<file path="src/rtl/vedic_mul_pipe.sv">
// Three-stage pipelined Urdhva-Tiryakbhyam multiplier with valid/ready flow control and a sideband tag.
// Define VEDIC_MUL_SIGNED_EN to add the sgn port for two's-complement operands.

module vedic_core #(
  parameter int W = 2
) (
  input  logic [W-1:0]   x,
  input  logic [W-1:0]   y,
  output logic [2*W-1:0] p
);
  generate
    if (W == 2) begin : g_base
      // 2x2 base: vertical, crosswise, vertical
      logic c1;
      assign c1   = x[1] & y[0] & x[0] & y[1];
      assign p[0] = x[0] & y[0];
      assign p[1] = (x[1] & y[0]) ^ (x[0] & y[1]);
      assign p[2] = (x[1] & y[1]) ^ c1;
      assign p[3] = x[1] & y[1] & c1;
    end else begin : g_rec
      localparam int HW = W / 2;
      logic [W-1:0] hh, hl, lh, ll;
      logic [W:0]   mid;
      vedic_core #(.W(HW)) u_hh (.x(x[W-1:HW]), .y(y[W-1:HW]), .p(hh));
      vedic_core #(.W(HW)) u_hl (.x(x[W-1:HW]), .y(y[HW-1:0]), .p(hl));
      vedic_core #(.W(HW)) u_lh (.x(x[HW-1:0]), .y(y[W-1:HW]), .p(lh));
      vedic_core #(.W(HW)) u_ll (.x(x[HW-1:0]), .y(y[HW-1:0]), .p(ll));
      assign mid = {1'b0, hl} + {1'b0, lh};
      assign p   = {hh, ll} + ({{(W-1){1'b0}}, mid} << HW);
    end
  endgenerate
endmodule

module vedic_mul_pipe #(
  parameter int WIDTH = 8,
  parameter int TAG_W = 4
) (
  input  logic               clk,
  input  logic               reset,
  input  logic               in_valid,
  output logic               in_ready,
  input  logic [WIDTH-1:0]   a,
  input  logic [WIDTH-1:0]   b,
  input  logic [TAG_W-1:0]   in_tag,
`ifdef VEDIC_MUL_SIGNED_EN
  input  logic               sgn,
`endif
  output logic               out_valid,
  input  logic               out_ready,
  output logic [2*WIDTH-1:0] result,
  output logic [TAG_W-1:0]   out_tag,
  output logic               busy
);
  localparam int H = WIDTH / 2;

  logic [WIDTH-1:0] a_m, b_m;
  logic [WIDTH-1:0] pp_hh, pp_hl, pp_lh, pp_ll;

  logic             s1_valid, s2_valid;
  logic [WIDTH-1:0] s1_hh, s1_hl, s1_lh, s1_ll;
  logic [WIDTH-1:0] s2_hh, s2_ll;
  logic [WIDTH:0]   s2_mid;
  logic [TAG_W-1:0] s1_tag, s2_tag;

  logic [2*WIDTH-1:0] sum, prod;
  logic s3_open, s2_open, s1_open;

`ifdef VEDIC_MUL_SIGNED_EN
  logic sign_in, s1_neg, s2_neg;
  // Magnitude of the most negative value still fits the unsigned width.
  assign a_m     = (sgn && a[WIDTH-1]) ? (~a + 1'b1) : a;
  assign b_m     = (sgn && b[WIDTH-1]) ? (~b + 1'b1) : b;
  assign sign_in = sgn & (a[WIDTH-1] ^ b[WIDTH-1]);
`else
  assign a_m = a;
  assign b_m = b;
`endif

  vedic_core #(.W(H)) u_hh (.x(a_m[WIDTH-1:H]), .y(b_m[WIDTH-1:H]), .p(pp_hh));
  vedic_core #(.W(H)) u_hl (.x(a_m[WIDTH-1:H]), .y(b_m[H-1:0]),     .p(pp_hl));
  vedic_core #(.W(H)) u_lh (.x(a_m[H-1:0]),     .y(b_m[WIDTH-1:H]), .p(pp_lh));
  vedic_core #(.W(H)) u_ll (.x(a_m[H-1:0]),     .y(b_m[H-1:0]),     .p(pp_ll));

  assign sum = {s2_hh, s2_ll} + ({{(WIDTH-1){1'b0}}, s2_mid} << H);
`ifdef VEDIC_MUL_SIGNED_EN
  assign prod = s2_neg ? (~sum + 1'b1) : sum;
`else
  assign prod = sum;
`endif

  // A stage may load when it is empty or its content leaves this cycle.
  assign s3_open  = !out_valid || out_ready;
  assign s2_open  = !s2_valid || s3_open;
  assign s1_open  = !s1_valid || s2_open;
  assign in_ready = reset && s1_open;
  assign busy     = s1_valid | s2_valid | out_valid;

  always_ff @(posedge clk or negedge reset) begin
    if (!reset) begin
      s1_valid  <= 1'b0;
      s2_valid  <= 1'b0;
      out_valid <= 1'b0;
      s1_hh     <= '0;
      s1_hl     <= '0;
      s1_lh     <= '0;
      s1_ll     <= '0;
      s1_tag    <= '0;
      s2_hh     <= '0;
      s2_ll     <= '0;
      s2_mid    <= '0;
      s2_tag    <= '0;
      result    <= '0;
      out_tag   <= '0;
`ifdef VEDIC_MUL_SIGNED_EN
      s1_neg    <= 1'b0;
      s2_neg    <= 1'b0;
`endif
    end else begin
      if (s1_open) begin
        s1_valid <= in_valid;
        if (in_valid) begin
          s1_hh  <= pp_hh;
          s1_hl  <= pp_hl;
          s1_lh  <= pp_lh;
          s1_ll  <= pp_ll;
          s1_tag <= in_tag;
`ifdef VEDIC_MUL_SIGNED_EN
          s1_neg <= sign_in;
`endif
        end
      end
      if (s2_open) begin
        s2_valid <= s1_valid;
        if (s1_valid) begin
          s2_hh  <= s1_hh;
          s2_ll  <= s1_ll;
          s2_mid <= {1'b0, s1_hl} + {1'b0, s1_lh};
          s2_tag <= s1_tag;
`ifdef VEDIC_MUL_SIGNED_EN
          s2_neg <= s1_neg;
`endif
        end
      end
      if (s3_open) begin
        out_valid <= s2_valid;
        if (s2_valid) begin
          result  <= prod;
          out_tag <= s2_tag;
        end
      end
    end
  end
endmodule

</file>
<file path="config.mk">
export PLATFORM = sky130hd
export DESIGN_NAME = vedic_mul_pipe
export DESIGN_NICKNAME = d
export VERILOG_FILES = /design/src/rtl/vedic_mul_pipe.sv
export SDC_FILE = /design/constraint.sdc
export NUM_CORES = 1
export LEC_CHECK = 0
export ABC_AREA = 1
export BUFFER_PORTS_ARGS = -buffer_cell sky130_fd_sc_hd__buf_2
export CAP_MARGIN = 20
export CORE_MARGIN = 1.5
export CORE_UTILIZATION = 50
export CTS_CLUSTER_DIAMETER = 200
export DETAILED_ROUTE_END_ITERATION = 10
export PLACE_DENSITY = 0.72
export RECOVER_POWER = 100
export SETUP_SLACK_MARGIN = 0.15
export SYNTH_ARGS = -nofsm -noshare
export SYNTH_HDL_FRONTEND = slang
export SYNTH_SLANG_ARGS = --single-unit
</file>
<file path="constraint.sdc">
create_clock -name clk -period 3 [get_ports clk]
set_input_delay 0.6 -clock clk [delete_from_list [all_inputs] [get_ports clk]]
set_output_delay 0.6 -clock clk [all_outputs]
set_load 0.1 [all_outputs]
</file>
# [Yosys cells after proc, flatten, opt, wreduce, memory -nomap -nowiden]
# Index checks and enable logic that the tools add are counted.
[word_totals] register_bits=88 output_inout_bits=23 wordCells=180
[op_classes] addsub=10 n_reduce_logical=10 bitwise_logic=146
[ops] op="$and 1x1->1" count=112
[ops] op="$add 8x7->8" count=4
[ops] op="$xor 1x1->1" count=32
[ops] op="$add 4x4->5" count=4
[ops] op="$add 16x13->16" count=1
[ops] op="$add 8x8->9" count=1
[ops] op="$reduce_and 2->1" count=3
[ops] op="$logic_not 1->1" count=3
[ops] op="$logic_or 1x1->1" count=3
[ops] op="$or 1x1->1" count=2
[ops] op="$logic_and 1x1->1" count=1

# [Logic depth before layout (Yosys ltp)]
[depth] depth_word=6 depth_mapped=17 depth_no_buf=16

# [By module]
# Synthesis repeated with hierarchy kept, for this count alone.
[unflattened] cells_unflattened=834 hier_area_um2=6488.7
[modules_own_cells] mod="vedic_mul_pipe" instances=1 seq_area_each_um2=2202.1 area_per_inst_um2=4304.1 cells_each=462
[modules_own_cells] mod="vedic_core (u_hh ...)" instances=3 seq_area_each_um2=0.0 area_per_inst_um2=326.6 cells_each=45
[modules_own_cells] mod="vedic_core (u_hh.g_rec.u_hh ...)" instances=16 seq_area_each_um2=0.0 area_per_inst_um2=55.1 cells_each=12
[modules_own_cells] mod="vedic_core (u_hl)" instances=1 seq_area_each_um2=0.0 area_per_inst_um2=324.1 cells_each=45

# [Least setup slack after synthesis]
# No wires, ideal clock.
[synth_timing] path_kind="input to register" from="in b[7]" to="reg s1_lh[7]" path_buffers=1 t_arrival_ps=2857 setup_slack_ps=27 setup_time_ps=117 required_ps=2883 path_stages=16 path_cell_list="clkbuf_1 -> nand2_1 -> nor2_1 -> ha_1 -> ha_1 -> a21oi_1 -> nand2_1 -> xor2_1 -> ha_1 -> nand2_1 -> inv_1 -> nand2_1 -> nand2_1 -> or2_2 -> nand3_2 -> nand2_1"
[synth_between] elab_chain_cells=4 elab_cells_between_ends=14
[synth_rtl] item="from (decl)" line_no="43" rtl="input logic [WIDTH-1:0] b,"
[synth_rtl] item="$and 1x1->1 (on tied branches)"
[synth_rtl] item="$xor 1x1->1, or another cell as far along" line_no="17" rtl="assign p[1] = (x[1] & y[0]) ^ (x[0] & y[1]);"
[synth_rtl] item="$add 4x4->5" line_no="28" rtl="assign mid = {1'b0, hl} + {1'b0, lh};"
[synth_rtl] item="$add 8x7->8 (*)" line_no="29" rtl="assign p = {hh, ll} + ({{(W-1){1'b0}}, mid} << HW);"
[synth_rtl] item="to (signal assigned)" line_no="124" rtl="s1_lh <= pp_lh;"
[synth_rtl] item="to (decl)" line_no="60" rtl="logic [WIDTH-1:0] s1_hh, s1_hl, s1_lh, s1_ll;"
# Mark *: on every way between the ends. The rest lies on a longest branch, timed or not.
# A chain may end at the register's enable or synchronous reset.

# [Final worst setup path]
[layout_timing] from="in b[2]" to="reg s1_hl[7]"
[layout_between] elab_chain_cells=6 elab_cells_between_ends=16
[layout_rtl] item="$and 1x1->1" line_no="15, 17"
[layout_rtl] item="$and 1x1->1 (2 in series)" line_no="15" rtl="assign c1 = x[1] & y[0] & x[0] & y[1];"
[layout_rtl] item="$xor 1x1->1 or $and 1x1->1 (tied branches)" line_no="18, 19"
[layout_rtl] item="$add 4x4->5" line_no="28"
[layout_rtl] item="$add 8x7->8 (*)" line_no="29"
[layout_rtl] item="to (signal assigned)" line_no="123" rtl="s1_hl <= pp_hl;"
[layout_rtl] item="to (decl)" line_no="60"
# Marks and branches as above.

==> impl_results.md <==
* Status: finished with violations
* Failing checks: capacitance limit, slew limit
* Inst Count DP at 1,003
* R2R depth at 7
* # H-tree levels at 3
* Pwr/cell area at 837 mW/mm^2
* Post-synthesis cell area at 0.00628 sq mm
* CTS tree: built
* Setup Buffers After CTS at 0
* Clk_lat worst skew at 0.35 ns
* Post-synth ARST share at 100%
* Register area at 0.00220 sq mm
* Placed cell area at 0.00663 sq mm
* Primary FF master, synth: dfrtp_1
* Clock transition at the registers of the reported paths at 0.06 ns
* RSZ-0062 raised after global routing: false
* Nets@finish at 949
* Gr ovfl total at 0
* Setup crit start kind: input port
* Most common cell after layout, fill and taps aside: nand2_1
* Number of antenna violations at the first check in global routing at 0
* Hpwl dp at 9180 um
* EDFF count, synth at 0
* DR vias/cell at 4.82
* Unique masters post-synth at 33
* Max VDD drop at 0.000346 V
* Most frequent cells in the layout: nand2_1 (292), inv_1 (99), dfrtp_1 (88)
* Inserted Diodes at 0
* Arrival time at the worst endpoint at 2.92 ns
* Final worst-path cycle share at roughly nine tenths
* Initial Utilization at 51.8%
* Critical path class: in2reg
* DRT Pass-1 Iters at 4
* Final Util at 56.2%
* CP Capture Point: s1_hl[7]$_DFFE_PN0P_
* Xor/xnor share of the synthesized area at 5.16%
* Final Hold Fails at 0
* Total Power at 5.70 mW
* Slew Viols, Final at 40
* Post-synthesis compound-gate area fraction at around 8.4%
* Vias in the first global route at 4,636
* Hold Path Class: in2reg
* CTS Sinks at 88
* Synth Area in Adders at 16.9%
* YS warnings at 0
* Cell count after synthesis at 809
* Mapped Nets at roughly 910
* Share of cells above drive strength 1 at 6.93%
* CP startpoint: b[2]
* Cts hold-fix bufs at 0
* Routed WL at 12,000 um
* Crit Reg-Reg Startpoint: out_valid$_DFFE_PN0P_
* Fin area at 0.00681 sq mm
* Remaining antenna violation count at 0
* Die Y at between 100 and 150 um
* Register-to-register setup slack at 0.48 ns
* Global-route wire length before repair at 20,900 um
* Normalized max-slew margin at -33.7%
* Final estimated routing congestion in global placement at 0.849
* Longest Clk Path Bufs at 2
* DR WL/cell at 11.8 um
* Vias after detailed routing at 4,913
* Initial DRC Count at 304
* Worst-path fanout max at 8
* WP data required at 3.23 ns
* DR DRC count at 0
* Die X at roughly 120 um
* Placeable Area at 0.0121 sq mm
* # rows at 40
* Worst Skew at 0.00527 ns
* Root Buffer: clkbuf_16
* Leak at 3.89 nW
* Sequential fraction of the synthesis area at 35.1%
* Min Tclk post-route at 2.69 ns
* Largest net degree at the start of global routing at 50
* Post-cts sizing count at 0
* Final setup viols at 0
* Area grow syn2layout at 8.41%
* Total track usage at 19.7%
* Worst Max-Slew Pin Slew at around 2 ns
* CTS buffer count at 9
* Die area at about 0.013 sq mm
* Filler cells at 1,221
* Peak Freq at 372 MHz
* Main combinational cell family by area after synthesis: simple AND/OR/NAND/NOR gates
* CP endpoint kind: flip-flop
* Post-route setup TNS at 0 ns
* Hold Crit Depth at 3
* Post-route insts no fill at 1,019
* Max cap viols at 1
* Synth Area per Inst at 7.76 sq um
* Multi-input logic area at 0.00343 sq mm
* Post-synthesis register bit count at 88
* Mux cell area share after synthesis at 0%
* PortBufs at 46
* Synth Area in Simple Gates at 25.5%
* I/O pins at 47
* Capturing point of the worst reg2reg path: s2_ll[5]$_DFFE_PN0P_
==> synthesized netlist by cell type, drive strengths merged (6+ instances only) <==
cell type | count | area (sq um)
nand4 | 6 | 37.5
xnor2 | 13 | 114
nand3b | 6 | 45.0
nand3 | 39 | 220
buf | 19 | 130
clkbuf | 12 | 45.0
or2 | 6 | 37.5
fa | 10 | 200
o21ai | 59 | 337
nor2 | 31 | 124
dfrtp | 88 | 2200
inv | 102 | 385
ha | 69 | 863
xor2 | 24 | 210
a21oi | 23 | 123
nand2 | 292 | 1130
==> layer usage <==
layer  share of wire [%]  vias to the layer above  GRT usage (%)  wire length [um]
met3                 3.2                       12           3.80               381
met2                  44                       72           30.9              5310
met5                   0                        -              0                 0
li1                    -                     2628              -                 -
met1                  51                     2201           27.9              6170
met4                 1.3                        0           5.51               159
==> kinds of logic (layout without fill, tap and decap cells) <==
group                    after synthesis  count (layout)
XOR/XNOR                              37              37
AO/OA/AOI/OAI                         91              91
adder cells (fa/ha/maj)               79              79
buffers and inverters                133             175
flip-flops                            88              88
AND/OR/NAND/NOR                      381             381
==> worst max-delay path, cell delays in order <==
cell and delay (ns):
buf_2 0.17, nand2_1 0.09, nor2_1 0.12, ha_1 0.24
ha_1 0.36, a21oi_1 0.15, nand2_1 0.08, xor2_1 0.14
ha_1 0.35, nand2_1 0.09, inv_1 0.03, nand2_1 0.05
nand2_1 0.05, or2_2 0.27, nand3_2 0.06, nand2_1 0.06
==> worst min-delay path by stage <==
stage	start	end	slack (ns)
2_1_floorplan	reset	out_tag[0]$_DFFE_PN0P_	0.30
3_3_place_gp	s1_hh[4]$_DFFE_PN0P_	s2_hh[4]$_DFFE_PN0P_	0.45
3_5_place_dp	s1_hh[4]$_DFFE_PN0P_	s2_hh[4]$_DFFE_PN0P_	0.45
4_1_cts	reset	s2_mid[7]$_DFFE_PN0P_	0.35
5_1_grt	in_tag[1]	s1_tag[1]$_DFFE_PN0P_	0.48
6_report	in_tag[1]	s1_tag[1]$_DFFE_PN0P_	0.46
==> final cells by class <==
cell class                 instances  share of cell area (%)
multi-input combinational        588                    50.4
timing repair buffer              57                    3.95
sequential                        88                    32.4
clock buffer                      12                    3.77
tap                              168                    3.09
inverter                         102                    5.66
clock inverter                     4                   0.754
==> registers in the layout, indices dropped and copies added, names as in the netlist <==
| register | count |
|---|---|
| s2_tag | 4 |
| s1_hh | 8 |
| s2_hh | 8 |
| s2_mid | 9 |
| s1_lh | 8 |
| result | 16 |
| s1_ll | 8 |
| out_valid | 1 |
| out_tag | 4 |
| s2_ll | 8 |
| s1_valid | 1 |
| s1_hl | 8 |
| s1_tag | 4 |
| s2_valid | 1 |
==> stage by stage <==
step	setup WS [ns]	hold WS, ns
2_1_floorplan	0.115	0.304
4_1_cts	0.328	0.351
5_1_grt	0.0967	0.482
3_3_place_gp	0.0252	0.451
6_report	0.311	0.464
3_5_place_dp	-0.0346	0.451
==> report_power, final <==
| group | internal [mW] | switching, mW | total (mW) |
|---|---|---|---|
| Combinational | 0.706 | 2.04 | 2.75 |
| Clock | 0.692 | 0.451 | 1.14 |
| Sequential | 1.58 | 0.229 | 1.81 |
| Total | 2.98 | 2.72 | 5.70 |
Note: power is estimated with default switching activity, not from simulation.
